==> config.mk <==
export PLATFORM = sky130hd
export DESIGN_NAME = sys_periph_responder
export DESIGN_NICKNAME = d
export VERILOG_FILES = /design/src/rtl/sys_periph_responder_pkg.sv /design/src/rtl/sys_periph_responder_hex7seg.sv /design/src/rtl/sys_periph_responder.sv
export SDC_FILE = /design/constraint.sdc
export NUM_CORES = 1
export LEC_CHECK = 0
export CORE_ASPECT_RATIO = 0.8
export CORE_MARGIN = 5
export CORE_UTILIZATION = 30
export CTS_CLUSTER_SIZE = 14
export DETAILED_ROUTE_END_ITERATION = 10
export GPL_TIMING_DRIVEN = 0
export RECOVER_POWER = 100
export SKIP_LAST_GASP = 1
export SLEW_MARGIN = 10
export SYNTH_ARGS = -nofsm -noshare
export SYNTH_HDL_FRONTEND = slang
export SYNTH_SLANG_ARGS = --single-unit
==> constraint.sdc <==
create_clock -name sys_clk -period 5.1 [get_ports sys_clk]
set_clock_uncertainty 0.15 [all_clocks]
set_input_delay 1.275 -clock sys_clk [delete_from_list [all_inputs] [get_ports sys_clk]]
set_output_delay 1.275 -clock sys_clk [all_outputs]
set_load 0.02 [all_outputs]
==> src/rtl/sys_periph_responder_pkg.sv <==
// Shared definitions for the memory-mapped board I/O responder: offsets, FSM encodings, request payload, glyph table.
package sys_periph_responder_pkg;

   localparam int unsigned ADDR_W = 32;
   localparam int unsigned DATA_W = 32;
   localparam int unsigned OFF_W  = 8;
   localparam int unsigned HEX_N  = 6;

   localparam logic [OFF_W-1:0] OFF_LEDR  = 8'h00;
   localparam logic [OFF_W-1:0] OFF_SW    = 8'h04;
   localparam logic [OFF_W-1:0] OFF_HEX   = 8'h08;
   localparam logic [OFF_W-1:0] OFF_BLANK = 8'h0C;
   localparam logic [OFF_W-1:0] OFF_TIMER = 8'h10;

   localparam logic [1:0] ST_IDLE = 2'd0;
   localparam logic [1:0] ST_WAIT = 2'd1;
   localparam logic [1:0] ST_ACK  = 2'd2;

   localparam logic [HEX_N-1:0] BLANK_RST = 6'h3F;

   // Request captured at the start of a bus cycle; only implemented data bits are kept.
   typedef struct packed {
      logic             fetch;
      logic             wr;
      logic [2:0]       strb;
      logic [23:0]      wdata;
      logic [OFF_W-1:0] off;
   } req_t;

   // Active-low {g,f,e,d,c,b,a} glyphs for 0-F.
   function automatic logic [6:0] hex_glyph(input logic [3:0] n);
      case (n)
         4'h0: hex_glyph = 7'h40;
         4'h1: hex_glyph = 7'h79;
         4'h2: hex_glyph = 7'h24;
         4'h3: hex_glyph = 7'h30;
         4'h4: hex_glyph = 7'h19;
         4'h5: hex_glyph = 7'h12;
         4'h6: hex_glyph = 7'h02;
         4'h7: hex_glyph = 7'h78;
         4'h8: hex_glyph = 7'h00;
         4'h9: hex_glyph = 7'h10;
         4'hA: hex_glyph = 7'h08;
         4'hB: hex_glyph = 7'h03;
         4'hC: hex_glyph = 7'h46;
         4'hD: hex_glyph = 7'h21;
         4'hE: hex_glyph = 7'h06;
         default: hex_glyph = 7'h0E;
      endcase
   endfunction

endpackage

==> src/rtl/sys_periph_responder_hex7seg.sv <==
// One seven-segment digit decoder: nibble plus blank in, active-low segments out.
module hex7seg
   import sys_periph_responder_pkg::*;
(
   input  logic [3:0] i_nibble,
   input  logic       i_blank,
   output logic [6:0] o_seg
);

   assign o_seg = i_blank ? 7'h7F : hex_glyph(i_nibble);

endmodule

==> src/rtl/sys_periph_responder.sv <==
// picorv32 native-bus responder for board I/O (LEDR, SW, hex digits, blank mask) with wait states.
// Optional free-running cycle counter at offset 0x10 when PERIPH_TIMER_EN is defined.
module sys_periph_responder
   import sys_periph_responder_pkg::*;
#(
   parameter logic [31:0] BASE_ADDR   = 32'h1000_0000,
   parameter int unsigned WAIT_STATES = 1
) (
   input  logic              sys_clk,
   input  logic              sys_resetn,
   input  logic              cpu_rw_cycle,
   input  logic              cpu_instr_fetch,
   input  logic [ADDR_W-1:0] cpu_address,
   input  logic [DATA_W-1:0] cpu_write_data,
   input  logic [3:0]        cpu_write_strobe,
   output logic [DATA_W-1:0] cpu_read_data,
   output logic              sys_rw_is_done,
   output logic              periph_hit,
   input  logic [7:0]        SW,
   output logic [7:0]        LEDR,
   output logic [6:0]        hex0,
   output logic [6:0]        hex1,
   output logic [6:0]        hex2,
   output logic [6:0]        hex3,
   output logic [6:0]        hex4,
   output logic [6:0]        hex5
);

   logic [1:0]        r_state, w_state_nx;
   logic [3:0]        r_wcnt, w_wcnt_nx;
   req_t              r_req, w_req_live, w_rd_req;
   logic [DATA_W-1:0] r_rdata, w_rdata;
   logic              r_done, w_enter_ack, w_start, w_wr_ack;
   logic [7:0]        r_ledr, r_sw_m, r_sw_s;
   logic [23:0]       r_hex;
   logic [HEX_N-1:0]  r_blank;
   logic [6:0]        w_seg [HEX_N];
   logic              w_unused;
`ifdef PERIPH_TIMER_EN
   logic [31:0]       r_timer;
`endif

   assign periph_hit = (cpu_address[31:8] == BASE_ADDR[31:8]);
   assign w_start    = cpu_rw_cycle && periph_hit;
   assign w_unused   = ^cpu_write_data[31:24];

   assign w_req_live = '{fetch: cpu_instr_fetch, wr: |cpu_write_strobe,
                         strb: cpu_write_strobe[2:0], wdata: cpu_write_data[23:0],
                         off: cpu_address[OFF_W-1:0]};
   // With zero wait states the read is decoded straight from the live request.
   assign w_rd_req    = (r_state == ST_IDLE) ? w_req_live : r_req;
   assign w_enter_ack = (w_state_nx == ST_ACK) && (r_state != ST_ACK);
   assign w_wr_ack    = (r_state == ST_ACK) && r_req.wr && !r_req.fetch;

   always_ff @(posedge sys_clk or negedge sys_resetn) begin
      if (!sys_resetn) begin
         r_state <= ST_IDLE;
         r_wcnt  <= 4'd0;
      end else begin
         r_state <= w_state_nx;
         r_wcnt  <= w_wcnt_nx;
      end
   end

   always_comb begin
      w_state_nx = r_state;
      w_wcnt_nx  = r_wcnt;
      case (r_state)
         ST_IDLE: if (w_start) begin
            w_wcnt_nx  = 4'd0;
            w_state_nx = (WAIT_STATES == 0) ? ST_ACK : ST_WAIT;
         end
         ST_WAIT: begin
            if (r_wcnt == 4'(WAIT_STATES - 1)) w_state_nx = ST_ACK;
            else                               w_wcnt_nx  = r_wcnt + 4'd1;
         end
         ST_ACK:  w_state_nx = ST_IDLE;
         default: w_state_nx = ST_IDLE;
      endcase
   end

   always_comb begin
      w_rdata = '0;
      if (!w_rd_req.fetch) begin
         case (w_rd_req.off)
            OFF_LEDR:  w_rdata = {24'd0, r_ledr};
            OFF_SW:    w_rdata = {24'd0, r_sw_s};
            OFF_HEX:   w_rdata = {8'd0, r_hex};
            OFF_BLANK: w_rdata = {26'd0, r_blank};
`ifdef PERIPH_TIMER_EN
            OFF_TIMER: w_rdata = r_timer;
`endif
            default:   w_rdata = '0;
         endcase
      end
   end

   // Bus-side registers: request latch, read data and done pulse.
   always_ff @(posedge sys_clk or negedge sys_resetn) begin
      if (!sys_resetn) begin
         r_req   <= '0;
         r_rdata <= '0;
         r_done  <= 1'b0;
      end else begin
         if ((r_state == ST_IDLE) && w_start) r_req <= w_req_live;
         if (w_enter_ack)                     r_rdata <= w_rdata;
         else if (r_state == ST_ACK)          r_rdata <= '0;
         r_done <= w_enter_ack;
      end
   end

   // Board registers, written as the ACK cycle closes.
   always_ff @(posedge sys_clk or negedge sys_resetn) begin
      if (!sys_resetn) begin
         r_ledr  <= 8'd0;
         r_hex   <= 24'd0;
         r_blank <= BLANK_RST;
         r_sw_m  <= 8'd0;
         r_sw_s  <= 8'd0;
      end else begin
         r_sw_m <= SW;
         r_sw_s <= r_sw_m;
         if (w_wr_ack) begin
            case (r_req.off)
               OFF_LEDR:  if (r_req.strb[0]) r_ledr <= r_req.wdata[7:0];
               OFF_HEX: begin
                  if (r_req.strb[0]) r_hex[7:0]   <= r_req.wdata[7:0];
                  if (r_req.strb[1]) r_hex[15:8]  <= r_req.wdata[15:8];
                  if (r_req.strb[2]) r_hex[23:16] <= r_req.wdata[23:16];
               end
               OFF_BLANK: if (r_req.strb[0]) r_blank <= r_req.wdata[5:0];
               default: ;
            endcase
         end
      end
   end

`ifdef PERIPH_TIMER_EN
   // A clearing write takes priority over the increment.
   always_ff @(posedge sys_clk or negedge sys_resetn) begin
      if (!sys_resetn)                           r_timer <= 32'd0;
      else if (w_wr_ack && r_req.off == OFF_TIMER) r_timer <= 32'd0;
      else                                       r_timer <= r_timer + 32'd1;
   end
`endif

   for (genvar k = 0; k < HEX_N; k++) begin : g_hex
      hex7seg u_hex7seg (
         .i_nibble (r_hex[4*k +: 4]),
         .i_blank  (r_blank[k]),
         .o_seg    (w_seg[k])
      );
   end

   assign hex0 = w_seg[0];
   assign hex1 = w_seg[1];
   assign hex2 = w_seg[2];
   assign hex3 = w_seg[3];
   assign hex4 = w_seg[4];
   assign hex5 = w_seg[5];

   assign cpu_read_data  = r_rdata;
   assign sys_rw_is_done = r_done;
   assign LEDR           = r_ledr;

endmodule

==> flow_summary_export.csv <==
group,metric,value,unit
status,status,"finished with violations",
status,violations,"max-capacitance violations, max-slew violations",
worst_setup_path,path_buf_inv,2,
worst_setup_path,r2r_slack,1.22,ns
layout,antenna_cells,0,
global_routing,grt_max_degree,77,
routing,drc_errors,0,
yosys,synth_area,0.00651,mm2
worst_setup_path,path_max_fanout,3,
yosys,ys_ff_latch,122,
worst_setup_path,slowest_stage,"dlygate4sd3_1",
yosys,netlist_instances,577,
yosys,synth_top_area_share,44.6,%
yosys,synth_flop_cell,"dfrtp_1",
run,maxCapViolations,2,
global_routing,grt_pass1_vias,5043,
worst_setup_path,max_stage_delay,0.69,ns
floorplanning,die-area,0.0248,mm2
global_routing,grt-ovfl-total,0,
sta,rsz0062_at_grt,"false",
sta,slew_violations,55,
worst_setup_path,cp.arrival,3.18,ns
hold_path,hold_path_depth,0,
yosys,synth-simple-area-share,11.5,%
layout,finalInstanceArea,0.00889,mm2
yosys,synth_top_family_by_area,"multiplexers",
sta,fin_crit_sh,90.3,%
sta,slew_headroom,-78.1,%
yosys,synth_edf_count,0,
sta,fin_crit,4.61,ns
routing,via_per_inst,4.89,
routing,vias,5081,
clock_network,cts_hold_buf,0,
hold_path,min_to,"r_sw_s[1]",
worst_setup_path,r2r-end,"cpu_read_data[16]",
clock_network,cts_sinks,122,
floorplanning,chipHeight,142,um
clock_network,cts_root_buffer,"clkbuf_16",
routing,first_iter_violations,361,
placement,io_buffer_count,147,
placement,gp_congestion,0.835,
clock_network,cts_tree,"yes",
layout,fin_nets,869,
clock_network,clk_pin_slew_worst_paths,0.06,ns
routing,wl_per_cell,16.7,um
worst_setup_path,worstSetupPathType,"input port to output port",
sta,hold_viol,0,
yosys,synth_mux_area_share,15.0,%
worst_setup_path,r2r-start,"r_wcnt[0]",
placement,dp_hpwl,13.0,mm
yosys,synth_top_area_cell,"dfrtp_1",
worst_setup_path,crit_family,"buffers and inverters",
clock_network,cts_buffers,17,
yosys,synth.avg_cell_area,11.3,um2
global_routing,antenna_found_initial,1,
worst_setup_path,r2r_cells,7,
sta,worst_hold_slack,0.198,ns
yosys,synth-compound-area-share,14.4,%
worst_setup_path,endpoint_kind,"output port",
floorplanning,core_area,0.0214,mm2
hold_path,hp-start,"r_sw_m[1]",
sta,setup_viol,0,
worst_setup_path,start_kind,"input port",
routing,wl,17.4,mm
placement,placed_area,0.00838,mm2
worst_setup_path,cp_data_required_time,3.67,ns
sta,max_freq,0.217,GHz
yosys,synth-adder-area-share,7.30,%
clock_network,clk_latency,0.41,ns
hold_path,hold_class,"flip-flop to flip-flop",
floorplanning,row_count,48,
yosys,synthXorXnorAreaFrac,0.404,%
clock_network,htreeDepth,4,
yosys,ys_warn_count,0,
power_and_ir_drop,peakVddDrop,158,uV
worst_setup_path,worstPathCellList,"dlygate4sd3_1, nor4_1, nand4_1, nor2_1, dlygate4sd3_1",
clock_network,clock_path_buffers,2,
global_routing,track_usage,14.2,%
floorplanning,die_w,175,um
yosys,ys_async_sr_fraction,100,%
clock_network,cts_resized,0,
floorplanning,start_util,30.4,%
worst_setup_path,crit_path_frequent_cell,"dlygate4sd3_1",
layout,synthToLayoutAreaGrowth,36.5,%
floorplanning,boundaryPins,164,
yosys,ys_seq_area_share,47.0,%
routing,drt.antenna.violating_nets,0,
power_and_ir_drop,p_per_area,253,mW/mm2
power_and_ir_drop,power.leakage,4.38,nW
clock_network,cts_setup_buffers,0,
routing,dr.pass1.iters,5,
sta,worst_slew_pin_slew,2.67,ns
yosys,synth_top_cells_by_area,"dfrtp_1 45%, mux2_2 12%, ha_1 7.3%",
layout,drive_above_1_share,17.1,%
yosys,synth_cell_type_count,51,
global_routing,grt_pass1_wl,27.9,mm
per-stage QoR:
stage,setup WS [ns],TNS [ns],power [mW],std cells,utilization (%)
2_1_floorplan,1.64,0,1.01,584,-
3_3_place_gp,-2.36,-276.57,1.09,1006,39.0
3_5_place_dp,0.642,0,1.09,1007,39.1
4_1_cts,0.634,0,2.29,1039,41.8
5_1_grt,0.395,0,2.35,1039,41.5
6_report,0.493,0,2.25,1039,41.5
layer usage:
layer / vias up / track usage, % / wire [um]
met1: 2477 / 19.5 / 8350
met5: - / 0 / 17
li1: 2431 / - / -
met3: 17 / 5.25 / 1110
met4: 2 / 2.77 / 133
met2: 154 / 21.6 / 7780
state kept, by name, summed over array words and instances, names as in the netlist:
signal,flops
r_blank,6
cpu_read_data,24
r_hex,24
r_req,37
r_sw_m,8
sys_rw_is_done,1
LEDR,8
r_sw_s,8
r_wcnt,4
r_state,2
final cells by class:
class                           instances  area (um2)
Inverter                               19        71.3
Timing Repair Buffer                  148        1490
Fill cell                            2100       12500
Clock inverter                         14         148
Buffer                                 43         196
Multi-Input combinational cell        400        3150
Clock buffer                           18         429
Tap cell                              275         344
Sequential cell                       122        3060
cell usage after synthesis (12+ instances only):
cell type / number
ha_1: 38
clkbuf_1: 23
o21ai_0: 19
nand3_1: 12
mux2_2: 69
a211o_1: 29
inv_1: 19
a211oi_1: 13
a21oi_1: 12
nor2b_1: 12
a22o_1: 16
dfrtp_1: 116
nand2_1: 27
nor2_1: 41
worst register-to-register path: cells and delay by family, from the launching register on:
family / cells / cell delay, ns
AO/OA/AOI/OAI: 1 / 0.21
buffers and inverters: 2 / 0.58
AND/OR/NAND/NOR: 3 / 2.33
adder cells (fa/ha/maj): 1 / 0.16
flip-flops: 1 / 0.39
power breakdown:
part           internal (mW)  switching [mW]
combinational         0.0544          0.0402
clock                  0.720           0.460
sequential             0.975         0.00204
total                   1.75           0.502
worst max-delay path by stage:
stage                          from         end  slack [ns]  cells after the start
global placement         sys_resetn    r_hex[7]       -2.36                      1
finish               cpu_address[9]  periph_hit        0.49                      5
floorplan           cpu_address[27]  periph_hit        1.64                      3
detailed placement   cpu_address[9]  periph_hit        0.64                      5
CTS                  cpu_address[9]  periph_hit        0.63                      5
global route         cpu_address[9]  periph_hit        0.40                      5
cells in the final DEF, fill, tap and decap left out, types with 13 or more instances in the layout:
cell type and instances:
dfrtp_1 116, dlygate4sd3_1 86, mux2_2 69, clkdlybuf4s50_1 60, nor2_1 41, ha_1 38, a211o_1 29, clkbuf_1 28
nand2_1 27, inv_1 19, o21ai_0 19, clkbuf_16 17, a22o_1 16, a211oi_1 13
cell families after synthesis:
kind of cell,Yosys count
and+or+nand+nor,141
AOI/OAI and AO/OA,126
DFF,122
muxes,84
buffers and inverters,62
adders and majority gates,38
xor gates and xnor gates,3
other,1
(Power assumes the default switching activity.)
